$ cat src/rtl/frame_sequencer.sv
`default_nettype none
// ============================================================================
// Module   : frame_sequencer
// Purpose  : APU frame sequencer; 8-step tick sequence driving length, sweep
//            and envelope clocks. Define FRAME_SEQ_EXT_TICK_EN to tick on
//            falling edges of an external DIV bit instead of the prescaler.
// Revision : 1.0
// ============================================================================
module frame_sequencer #(
  parameter int DIVISOR = 8192
) (
  input  logic       clk,
  input  logic       rst_n,
  input  logic       apu_en,
`ifdef FRAME_SEQ_EXT_TICK_EN
  input  logic       div_bit,
`endif
  output logic       len_clk,
  output logic       sweep_clk,
  output logic       env_clk,
  output logic [2:0] step
);

  logic tick;

`ifdef FRAME_SEQ_EXT_TICK_EN
  // History tracks div_bit even while disabled so enabling never fakes an edge.
  logic div_prev;

  always_ff @(posedge clk or negedge rst_n) begin
    if (!rst_n) begin
      div_prev <= 1'b0;
    end else begin
      div_prev <= div_bit;
    end
  end

  assign tick = apu_en & div_prev & ~div_bit;
`else
  localparam logic [15:0] LAST = 16'(DIVISOR - 1);

  logic [15:0] prescaler;

  assign tick = apu_en && (prescaler == LAST);

  always_ff @(posedge clk or negedge rst_n) begin
    if (!rst_n) begin
      prescaler <= 16'd0;
    end else if (!apu_en || tick) begin
      prescaler <= 16'd0;
    end else begin
      prescaler <= prescaler + 16'd1;
    end
  end
`endif

  always_ff @(posedge clk or negedge rst_n) begin
    if (!rst_n) begin
      step      <= 3'd0;
      len_clk   <= 1'b0;
      sweep_clk <= 1'b0;
      env_clk   <= 1'b0;
    end else if (!apu_en) begin
      step      <= 3'd0;
      len_clk   <= 1'b0;
      sweep_clk <= 1'b0;
      env_clk   <= 1'b0;
    end else begin
      // Pulses decode the step being executed, i.e. the value before increment.
      len_clk   <= tick && !step[0];
      sweep_clk <= tick && (step[1:0] == 2'b10);
      env_clk   <= tick && (step == 3'd7);
      if (tick) begin
        step <= step + 3'd1;
      end
    end
  end

endmodule
`default_nettype wire

$ cat config.mk
export PLATFORM = sky130hd
export DESIGN_NAME = frame_sequencer
export DESIGN_NICKNAME = d
export VERILOG_FILES = /design/src/rtl/frame_sequencer.sv
export SDC_FILE = /design/constraint.sdc
export NUM_CORES = 1
export LEC_CHECK = 0
export CAP_MARGIN = 25
export CORE_AREA = 2 2 55 57
export CTS_CLUSTER_SIZE = 28
export DETAILED_ROUTE_END_ITERATION = 8
export DIE_AREA = 0 0 57 59
export PLACE_DENSITY_LB_ADDON = 0.25
export REMOVE_ABC_BUFFERS = 1
export SLEW_MARGIN = 20
export SYNTH_ARGS = -nofsm -noshare
export SYNTH_HDL_FRONTEND = slang
export SYNTH_SLANG_ARGS = --single-unit
export TNS_END_PERCENT = 100
$ cat constraint.sdc
create_clock -name clk -period 1.5 [get_ports clk]
set_input_delay 0.3 -clock clk [delete_from_list [all_inputs] [get_ports clk]]
set_output_delay 0.3 -clock clk [all_outputs]
set_load 0.05 [all_outputs]
==> results.txt <==
status -> finished with violations
failing checks -> setup timing
sequential area share after synthesis -> 52.6%
Worst-Margin Slew -> 0.297 ns
Leakage -> 0.685 nW
Worst slew margin -> 80.2%
Critical R2R Launch -> prescaler[1]$_DFF_PN0_
Async S/R FF share, synth -> 100%
clock latency on the worst-skew pair -> 0.32 ns
initial antenna violation count -> 0
Die W -> 57 µm
Post-synth EDFFs -> 0
Clock Path Buffers -> 2
Via-to-Cell Ratio -> 5.23
footprint of the multi-input gates -> 544 µm²
CP peak stage delay -> 0.38 ns
final setup fails -> 2
CTS H-tree depth -> 1
Die ar. -> 3360 µm²
reg2reg path depth -> 5
pin count of the biggest net entering global routing -> 23
Synth Instances -> 101
synth top area cells -> dfrtp_1, xor2_1, nor2_1, ha_1, nand3_1
area share of the largest cell type after synthesis -> 52.6%
worst-path fanout max -> 6
global route overflow -> 0
number of clock sinks -> 22
Reg clk slew, reported paths -> 0.13 ns
routed len/inst -> 13.8 µm
setup ws final -> -0.00460 ns
Final nets -> 147
largest area contributor in the netlist -> dfrtp_1
Vias -> 889
Cell Count, Final, Fillers Out -> 170
FF/Latch Area -> 551 µm²
PD cells -> 662 nW/µm²
clock root cell -> clkbuf_4
global-route usage over all layers -> 15.1%
Synth Flop Type -> dfrtp_1
synth-to-layout area growth -> 45.7%
VDD IR max -> 0.496 mV
critical-path cell list -> ha_2, nand3_2, or2_4, or3_1, a21oi_1
fin crit period -> 1.50 ns
top-count cell post-synth -> dfrtp_1
register bit total from synthesis -> 22
# hold bufs at CTS -> 0
Max-cap violations -> 0
Remaining DRCs -> 0
crit end category -> register
Final Slew Violations -> 0
slowest CP cell -> dfrtp_1
Filler Cells Inserted -> 244
io pins -> 9
Syn Area/Cell -> 10.4 µm²
Worst Path Arrival -> 1.76 ns
final core occ -> 56.2%
Min Hold Slack -> 0.306 ns
Iter 0 DRT Violations -> 13
Final HPWL DP -> 1.50 mm
Reg2Reg Capture Point -> step[0]$_DFFE_PN0N_
RSZ-0062 raised after global routing -> yes
Cell variety after synth -> 25
# diodes -> 0
CP required -> 1.75 ns
final hold violation count -> 0
vias in the first global route -> 899
drt total wl -> 2.34 mm
cts bufs inserted -> 3
CP Class -> register to register
GP Congestion -> 0.771
Synth Cell Area -> 1050 µm²
Tcrit/Tclk final -> 100%
Placed Cells -> 160
Synth Warn # -> 0
Reg2Reg Setup Slack -> -0.005 ns
placed inst area -> 1370 µm²
synth cell count leaders -> dfrtp_1, nor2_1, nand3_1, xor2_1, o21ai_0
# port buffers -> 8
DRT Pass-1 Iters -> 2
share of layout cells above drive strength 1 -> 40.3%
final clock skew -> 0.0116 ns
Core Region -> 2710 µm²
Startpoint Class -> register
Chip Height -> 59 µm
fmax -> 665 MHz
CTS tree -> built
initial cell density of the core -> 38.6%
Design Area, Final -> 1520 µm²
worst min-delay path class -> input port to async pin
row count -> 19
ANT nets after route -> 0
global-route wire length before repair -> 3.91 mm
[report_power, final]
part           internal (mW)  switching, mW
registers              0.599        0.00477
logic                 0.0304         0.0358
clock network          0.149          0.191
total                  0.778          0.231
[worst max-delay path by stage]
| stage | endpoint | slack [ns] | start | depth (start not counted) |
|---|---|---|---|---|
| 4_1_cts | step[2]$_DFFE_PN0N_ | 0.0003 | prescaler[1]$_DFF_PN0_ | 6 |
| 6_report | step[0]$_DFFE_PN0N_ | -0.005 | prescaler[1]$_DFF_PN0_ | 5 |
| 2_1_floorplan | step[2]$_DFFE_PN0N_ | -0.20 | step[0]$_DFFE_PN0N_ | 5 |
| 5_1_grt | step[1]$_DFFE_PN0N_ | -0.09 | prescaler[14]$_DFF_PN0_ | 4 |
| 3_3_place_gp | prescaler[15]$_DFF_PN0_ | -0.006 | apu_en | 4 |
| 3_5_place_dp | prescaler[15]$_DFF_PN0_ | -0.04 | apu_en | 4 |
[layout by cell type, fill, tap and decap left out, types with 2 or more instances in the layout]
cell / netlist / final
and3_1: 4 / 4
or3_1: 4 / 3
clkbuf_4: 0 / 3
dfrtp_1: 22 / 22
or2_4: 1 / 2
nand3_1: 9 / 6
a21oi_2: 0 / 3
nor2_1: 16 / 15
clkdlybuf4s50_1: 0 / 2
xnor2_1: 4 / 4
o21ai_0: 5 / 3
buf_4: 0 / 25
inv_1: 3 / 3
nand2_1: 3 / 3
xor2_1: 8 / 8
ha_1: 4 / 3
nand3_2: 0 / 3
buf_12: 0 / 6
[sequential cells by signal (all words and copies together) (netlist names)]
signal / count
step: 3
prescaler: 16
sweep_clk: 1
len_clk: 1
env_clk: 1
[cells by family after synthesis]
group           share of synthesized area, %
flops                                   52.6
compound gates                          5.14
simple gates                            24.9
buf+inv                                 2.51
xor+xnor                                10.0
fa+ha+maj                               4.78
[worst max-delay path, delay by kind of cell, from the launching register on]
kind | cells | cell delay, ns
AO/OA/AOI/OAI | 1 | 0.12
adder cells (fa/ha/maj) | 1 | 0.19
flip-flops | 1 | 0.38
AND/OR/NAND/NOR | 3 | 0.74
[per-layer routing]
metal / up-vias / wire length [µm] / GRT usage (%)
met5: - / 0 / 0
met2: 9 / 1100 / 24.3
li1: 428 / - / -
met4: 0 / 51 / 7.97
met3: 5 / 57 / 2.40
met1: 447 / 1130 / 19.7
[area by class of cell]
type	count	area share, %
Clock buffer	4	2.38
Inverter	4	0.985
Timing Repair Buffer	34	22.2
Tap cell	31	2.55
Sequential cell	22	36.1
Multi-Input combinational cell	75	35.7
[stage by stage]
| stage | worst slack, ns | total power [mW] | setup TNS (ns) |
|---|---|---|---|
| 6_report | -0.00460 | 1.01 | -0.00731 |
| 4_1_cts | 0.000252 | 1.02 | 0 |
| 2_1_floorplan | -0.195 | 0.633 | -0.295 |
| 3_5_place_dp | -0.0435 | 0.676 | -0.0435 |
| 5_1_grt | -0.0944 | 1.05 | -0.723 |
| 3_3_place_gp | -0.00584 | 0.675 | -0.00584 |
[repair_timing]
item,4_1_cts,5_1_grt
gates cloned,1,0
setup buffers,2,3
pin swaps,2,5
setup endpoints to repair,3,20
gates resized for setup,2,17
No activity file was read; power rests on OpenSTA's default activity.
